File: config.mk
export PLATFORM = sky130hd
export DESIGN_NAME = alsu_pipe
export DESIGN_NICKNAME = d
export VERILOG_FILES = /design/src/rtl/alsu_pipe.sv
export SDC_FILE = /design/constraint.sdc
export NUM_CORES = 1
export LEC_CHECK = 0
export ABC_AREA = 1
export BUFFER_PORTS_ARGS = -buffer_cell sky130_fd_sc_hd__buf_2
export CORE_ASPECT_RATIO = 0.8
export CORE_UTILIZATION = 45
export CTS_BUF_LIST = sky130_fd_sc_hd__clkbuf_4 sky130_fd_sc_hd__clkbuf_8
export CTS_CLUSTER_SIZE = 30
export DETAILED_ROUTE_END_ITERATION = 7
export GPL_ROUTABILITY_DRIVEN = 0
export GPL_TIMING_DRIVEN = 0
export PLACE_DENSITY_LB_ADDON = 0.05
export SYNTH_ARGS = -nofsm -noshare
export SYNTH_HDL_FRONTEND = slang
export SYNTH_SLANG_ARGS = --single-unit
File: constraint.sdc
create_clock -name clk -period 4.1 [get_ports clk]
set_input_delay 0.205 -clock clk [delete_from_list [all_inputs] [get_ports clk]]
set_output_delay 0.205 -clock clk [all_outputs]
set_load 0.02 [all_outputs]
File: src/rtl/alsu_pipe.sv
// alsu_pipe: pipelined arithmetic/logic/shift unit with a valid/ready input handshake.
//
// Every op except MULT returns its result one edge after the accept. MULT runs an
// unsigned shift-add on |A| and |B| for WIDTH edges, then applies the sign on a
// final edge. While MULT runs, in_ready is low.
//
// Ports:
//   clk, rst            clock; synchronous active-high reset
//   in_valid, in_ready  input handshake; in_ready = idle && !rst
//   A, B                signed WIDTH-bit operands
//   cin, serial_in      carry-in for ADD; bit shifted in by SHIFT
//   red_op_A/B          reduce A or B (OR/XOR only)
//   opcode              0 OR, 1 XOR, 2 ADD, 3 MULT, 4 SHIFT, 5 ROTATE, 6/7 invalid
//   bypass_A/B          pass the sign-extended operand through to out
//   direction           1 = left, 0 = right (SHIFT/ROTATE)
//   out_valid, out      one-cycle result strobe; signed 2*WIDTH result, held between results
//   leds                invalid-op alarm pattern
//   busy                high while a MULT is in progress
//
// Optional build macro ALSU_STICKY_ALARM_EN: when defined, the first invalid result
// latches an alarm, and leds then toggle on every edge until reset.
module alsu_pipe #(
  parameter int unsigned WIDTH          = 3,
  parameter string       INPUT_PRIORITY = "A",
  parameter string       FULL_ADDER     = "ON",
  parameter int unsigned LED_W          = 16
) (
  input  logic                 clk,
  input  logic                 rst,
  input  logic                 in_valid,
  output logic                 in_ready,
  input  logic [WIDTH-1:0]     A,
  input  logic [WIDTH-1:0]     B,
  input  logic                 cin,
  input  logic                 serial_in,
  input  logic                 red_op_A,
  input  logic                 red_op_B,
  input  logic [2:0]           opcode,
  input  logic                 bypass_A,
  input  logic                 bypass_B,
  input  logic                 direction,
  output logic                 out_valid,
  output logic [2*WIDTH-1:0]   out,
  output logic [LED_W-1:0]     leds,
  output logic                 busy
);

  localparam int unsigned OW     = 2 * WIDTH;
  localparam int unsigned CW     = $clog2(WIDTH + 1);
  localparam bit          PRIO_A = (INPUT_PRIORITY == "A");
  localparam bit          FA_ON  = (FULL_ADDER == "ON");

  typedef enum logic [2:0] {
    OpOr, OpXor, OpAdd, OpMult, OpShift, OpRotate, OpInv6, OpInv7
  } opcode_e;

  typedef enum logic {StIdle, StMul} state_e;

  state_e            r_state;
  logic              r_vld;
  logic [WIDTH-1:0]  r_a, r_b;
  logic              r_cin, r_ser, r_red_a, r_red_b, r_byp_a, r_byp_b, r_dir;
  opcode_e           r_op;
  logic [CW-1:0]     r_cnt;
  logic [OW-1:0]     r_mcand, r_acc;
  logic [WIDTH-1:0]  r_mplier;
  logic              r_neg;
`ifdef ALSU_STICKY_ALARM_EN
  logic              r_alarm;
`endif

  logic              w_accept, w_go_mul, w_invalid, w_res_fire, w_res_inv, w_mul_done;
  logic              w_use_a_byp, w_use_a_red;
  logic [WIDTH-1:0]  w_abs_a, w_abs_b, w_red_opnd;
  logic [OW-1:0]     w_sext_a, w_sext_b, w_product, w_result;

  assign in_ready = (r_state == StIdle) && !rst;
  assign w_accept = in_valid && in_ready;
  // A MULT that would be overridden by bypass or flagged invalid by red_op takes the
  // single-cycle path instead of the multiplier.
  assign w_go_mul = w_accept && (opcode == OpMult) && !bypass_A && !bypass_B
                    && !red_op_A && !red_op_B;

  assign w_abs_a  = A[WIDTH-1] ? (~A + WIDTH'(1)) : A;
  assign w_abs_b  = B[WIDTH-1] ? (~B + WIDTH'(1)) : B;

  assign w_sext_a    = {{WIDTH{r_a[WIDTH-1]}}, r_a};
  assign w_sext_b    = {{WIDTH{r_b[WIDTH-1]}}, r_b};
  assign w_use_a_byp = r_byp_a && (!r_byp_b || PRIO_A);
  assign w_use_a_red = r_red_a && (!r_red_b || PRIO_A);
  assign w_red_opnd  = w_use_a_red ? r_a : r_b;
  assign w_product   = r_neg ? (~r_acc + OW'(1)) : r_acc;

  assign w_invalid  = (r_op == OpInv6) || (r_op == OpInv7) ||
                      ((r_red_a || r_red_b) && (r_op != OpOr) && (r_op != OpXor));
  assign w_mul_done = (r_state == StMul) && (r_cnt == '0);
  assign w_res_fire = ((r_state == StIdle) && r_vld) || w_mul_done;
  assign w_res_inv  = (r_state == StIdle) && r_vld && w_invalid;

  always_comb begin
    w_result = '0;
    if (w_invalid) begin
      w_result = '0;
    end else if (r_byp_a || r_byp_b) begin
      w_result = w_use_a_byp ? w_sext_a : w_sext_b;
    end else begin
      case (r_op)
        OpOr:     w_result = (r_red_a || r_red_b) ? OW'(|w_red_opnd) : (w_sext_a | w_sext_b);
        OpXor:    w_result = (r_red_a || r_red_b) ? OW'(^w_red_opnd) : (w_sext_a ^ w_sext_b);
        OpAdd:    w_result = w_sext_a + w_sext_b + OW'(FA_ON & r_cin);
        OpShift:  w_result = r_dir ? {out[OW-2:0], r_ser} : {r_ser, out[OW-1:1]};
        OpRotate: w_result = r_dir ? {out[OW-2:0], out[OW-1]} : {out[0], out[OW-1:1]};
        // MULT results come from the shift-add FSM and never reach this path.
        default:  w_result = '0;
      endcase
    end
  end

  always_ff @(posedge clk) begin
    if (rst) begin
      r_state   <= StIdle;
      r_vld     <= 1'b0;
      r_a       <= '0;
      r_b       <= '0;
      r_cin     <= 1'b0;
      r_ser     <= 1'b0;
      r_red_a   <= 1'b0;
      r_red_b   <= 1'b0;
      r_byp_a   <= 1'b0;
      r_byp_b   <= 1'b0;
      r_dir     <= 1'b0;
      r_op      <= OpOr;
      r_cnt     <= '0;
      r_mcand   <= '0;
      r_acc     <= '0;
      r_mplier  <= '0;
      r_neg     <= 1'b0;
      out       <= '0;
      out_valid <= 1'b0;
      leds      <= '0;
      busy      <= 1'b0;
`ifdef ALSU_STICKY_ALARM_EN
      r_alarm   <= 1'b0;
`endif
    end else begin
      out_valid <= 1'b0;
      r_vld     <= w_accept && !w_go_mul;
      if (w_accept) begin
        r_a     <= A;
        r_b     <= B;
        r_cin   <= cin;
        r_ser   <= serial_in;
        r_red_a <= red_op_A;
        r_red_b <= red_op_B;
        r_byp_a <= bypass_A;
        r_byp_b <= bypass_B;
        r_dir   <= direction;
        r_op    <= opcode_e'(opcode);
      end

`ifdef ALSU_STICKY_ALARM_EN
      // leds stay zero until the first invalid result, then free-run until reset.
      if (r_alarm || (w_res_fire && w_res_inv)) leds <= ~leds;
      if (w_res_fire && w_res_inv) r_alarm <= 1'b1;
`else
      if (w_res_fire) leds <= w_res_inv ? ~leds : '0;
`endif

      case (r_state)
        StIdle: begin
          if (r_vld) begin
            out       <= w_result;
            out_valid <= 1'b1;
          end
          if (w_go_mul) begin
            r_state  <= StMul;
            busy     <= 1'b1;
            r_cnt    <= CW'(WIDTH);
            r_mcand  <= OW'(w_abs_a);
            r_mplier <= w_abs_b;
            r_acc    <= '0;
            r_neg    <= A[WIDTH-1] ^ B[WIDTH-1];
          end
        end
        StMul: begin
          if (r_cnt == '0) begin
            out       <= w_product;
            out_valid <= 1'b1;
            busy      <= 1'b0;
            r_state   <= StIdle;
          end else begin
            r_acc    <= r_acc + (r_mplier[0] ? r_mcand : '0);
            r_mcand  <= r_mcand << 1;
            r_mplier <= r_mplier >> 1;
            r_cnt    <= r_cnt - CW'(1);
          end
        end
        default: r_state <= StIdle;
      endcase
    end
  end

endmodule
==> impl_metrics.toml <==
[outcome]
run_status = "complete, no violations"

[global_routing]
global_route.overflow_total = 0
track_usage_pct = 23.2
antenna_found_initial = 0
largest_net_degree_at_the_start_of_global_routing = 11
vias_in_the_first_global_route = 3006
grt_pass1_wl_um = 14000

[detailed_routing]
wire_per_inst_um = 13.4
drcViolationCount = 0
drt.antenna.violating_nets = 0
drtPass1Iterations = 5
drt_first_iter_violations = 180
vias = 3103
route.final.wire_length_um = 8040
route.layer.met1.wl_um = 4070
met3WireLength_um = 441
met2_wirelength_um = 3430
drt-vias-per-instance = 5.16
highest_routed_metal_layer = "met4"

[critical_path]
critPathBufInv = 2
critical_path.cell_chain = "fa_1 > inv_1 > fa_1 > fa_1 > inv_1 > nor2_1 > nor2_1 > nand3_1 > nand2_1 > a21oi_1"
timing.setup.critical_path_class = "flip-flop to flip-flop"
start_kind = "flip-flop"
cp_data_required_time_ns = 4.32
critical_path_arrival_ns = 2.43
slowest_stage = "sky130_fd_sc_hd__dfxtp_1"
critical-path-top-cell-by-count = "sky130_fd_sc_hd__fa_1"
cp_slowest_stage_delay_ns = 0.47
crit_family = "adder cells"
critPathMaxFanout = 5
crit_path_end_kind = "flip-flop"

[worst_hold_path]
worst_hold_path_type = "primary input to flip-flop"

[timing]
timing.fmax_mhz = 453
worst_pin_slew_ns = 0.546
finalMaxSlewViolations = 0
fin_crit_sh_pct = 53.9
setup_tns_ns = 0
setup_violations = 0
maxSlewHeadroom_pct = 63.5
hold_viol_final = 0
finalCriticalPeriod_ns = 2.21
fin_worst_skew_ns = 0.00757
grt_setup_unrepaired = "false"
hold-worst-slack_ns = 0.0792

[die]
num_rows = 27
floorplan.die_area_sq_um = 7580
fp.coreArea_sq_um = 6930
dieWidth_um = 97.1
start_util_pct = 47.0
dieHeight_um = 78.1
num_io_pins = 44

[clock_tree]
worst_skew_pair.late_latency_ns = 0.34
ctsRootBufferMaster = "sky130_fd_sc_hd__clkbuf_8"
post-cts-setup-buffer-count = 0
cts_buffer_depth = 2
tritoncts = "yes"
cts_inserted_buffers = 9
worst_setup_hold_path_clk_slew_ns = 0.07
number_of_sinks_handled_by_clock_tree_synthesis = 60
cts_hold_repair.buffers = 0
cts-htree-levels = 3
cts_resized = 0

[yosys]
asr_flop_ratio_synth_pct = 0
synth.distinct_cells = 32
synth.net_count = 494
synth_sequential_area_ratio_pct = 36.9
synth_enable_flop_cells = 0
yosys.area.top_type_share_pct = 36.9
ys.flop_type = "sky130_fd_sc_hd__dfxtp_1"
synthCells = 455
netlist.top_cell.by_area = "sky130_fd_sc_hd__dfxtp_1"
synth.avg_cell_area_sq_um = 7.15
synth.ff_latch_count = 60
most_used_standard_cell_by_instance_count_after_synthesis = "sky130_fd_sc_hd__nand2_1"
netlist_top_cells_count = "sky130_fd_sc_hd__nand2_1, sky130_fd_sc_hd__inv_1, sky130_fd_sc_hd__dfxtp_1, sky130_fd_sc_hd__o21ai_0, sky130_fd_sc_hd__a21oi_1"
synth-warning-count = 0
syn-cell-area_sq_um = 3250
area_contributors_post_synth = "sky130_fd_sc_hd__dfxtp_1, sky130_fd_sc_hd__nand2_1, sky130_fd_sc_hd__o21ai_0"

[placed_design]
dpl_cell_area_sq_um = 3580
io_buffers = 43
dp_hpwl_um = 6150

[pwr]
power.static_leakage_nw = 1.68
pwr_density_cell_nw_per_um2 = 364
vdd_drop_max_mv = 0.240

[cells_and_area]
syn_to_final_growth_pct = 16.3
final_nets = 548
final_layout_size_suffix_gt1_share_pct = 16.3
ff_latch_area_sq_um = 1200
multi_input_comb_area_sq_um = 1720
antenna-diode-count = 0
filler_cell_count = 707
fin_area_sq_um = 3780

[flow_run]
max_cap_violations = 0
## metal layers
metal  vias to the layer above  track usage (%)
met4                         0             5.82
met2                        68             36.5
met3                        10             6.41
li1                       1606                -
met1                      1419             31.6
met5                         -                0
## where the power goes
part / switching [mW] / internal (mW)
Sequential: 0.0233 / 0.607
Combinational: 0.128 / 0.0695
Clock: 0.231 / 0.318
Total: 0.382 / 0.995
## layout make-up
cell class	instances	area share (%)
flip-flops and latches	60	31.7
multi-input cells	313	45.3
inverters	66	6.58
clock inverters	4	1.26
repair buffers	43	5.69
clock buffers	12	4.20
well taps	87	2.88
plain buffers	16	2.31
## stage by stage
| stage | util (%) | power, mW | std cells | setup WS, ns |
|---|---|---|---|---|
| after floorplan | - | 0.774 | 455 | 2.19 |
| after global placement | 51.7 | 0.836 | 585 | 1.96 |
| after detailed placement | 51.7 | 0.839 | 585 | 1.96 |
| after CTS | 54.6 | 1.39 | 601 | 1.94 |
| after global routing | 54.6 | 1.45 | 601 | 1.75 |
| final | 54.6 | 1.38 | 601 | 1.89 |
## worst paths after layout
kind	start	end	slack, ns	depth (start not counted)
worst min-delay path	bypass_B	r_byp_b$_SDFFE_PP0P_	0.08	3
worst max-delay path	r_b[0]$_SDFFE_PP0P_	out[5]$_SDFFE_PP0P_	1.89	10
worst max register to register	r_b[0]$_SDFFE_PP0P_	out[5]$_SDFFE_PP0P_	1.89	10
worst min register to register	r_mplier[2]$_SDFFE_PP0P_	r_mplier[2]$_SDFFE_PP0P_	0.46	2
## worst min-delay path, stage by stage
cell and delay, ns:
sky130_fd_sc_hd__buf_2 0.09, sky130_fd_sc_hd__nand2_1 0.05, sky130_fd_sc_hd__nand2_1 0.05
## sequential cells by signal, summed over array words and instances (netlist names), 2 cells and up
signal and cells:
leds 16, out 6, r_acc 6, r_mcand 6
r_a 3, r_b 3, r_mplier 3, r_op 3
r_cnt 2
## logic make-up after synthesis
logic type / count (synthesis) / share of synthesized area [%]
simple gates: 157 / 20.4
flops: 60 / 36.9
buf+inv: 82 / 10.3
fa+ha+maj: 20 / 8.85
xor+xnor: 2 / 0.539
compound gates: 134 / 23.0
## cells in the final DEF, fill, tap and decap left out, types with 2 or more instances in the layout
master	Yosys	final
sky130_fd_sc_hd__a211oi_1	2	2
sky130_fd_sc_hd__a21oi_1	46	46
sky130_fd_sc_hd__a21oi_2	10	10
sky130_fd_sc_hd__a31oi_1	6	6
sky130_fd_sc_hd__buf_2	1	44
sky130_fd_sc_hd__buf_6	3	3
sky130_fd_sc_hd__clkbuf_1	11	11
sky130_fd_sc_hd__clkbuf_8	0	11
sky130_fd_sc_hd__clkinv_2	1	3
sky130_fd_sc_hd__dfxtp_1	60	60
sky130_fd_sc_hd__fa_1	5	5
sky130_fd_sc_hd__ha_1	15	15
sky130_fd_sc_hd__inv_1	61	61
sky130_fd_sc_hd__inv_2	4	4
sky130_fd_sc_hd__nand2_1	88	88
sky130_fd_sc_hd__nand2_2	2	2
sky130_fd_sc_hd__nand3_1	25	25
sky130_fd_sc_hd__nand3b_1	2	2
sky130_fd_sc_hd__nand4_1	3	3
sky130_fd_sc_hd__nor2_1	30	30
sky130_fd_sc_hd__nor3_1	3	3
sky130_fd_sc_hd__o2111ai_1	2	2
sky130_fd_sc_hd__o211ai_1	3	3
sky130_fd_sc_hd__o21a_1	4	4
sky130_fd_sc_hd__o21ai_0	59	59
sky130_fd_sc_hd__xor2_1	2	2
Note: power is estimated with default switching activity, not from simulation.
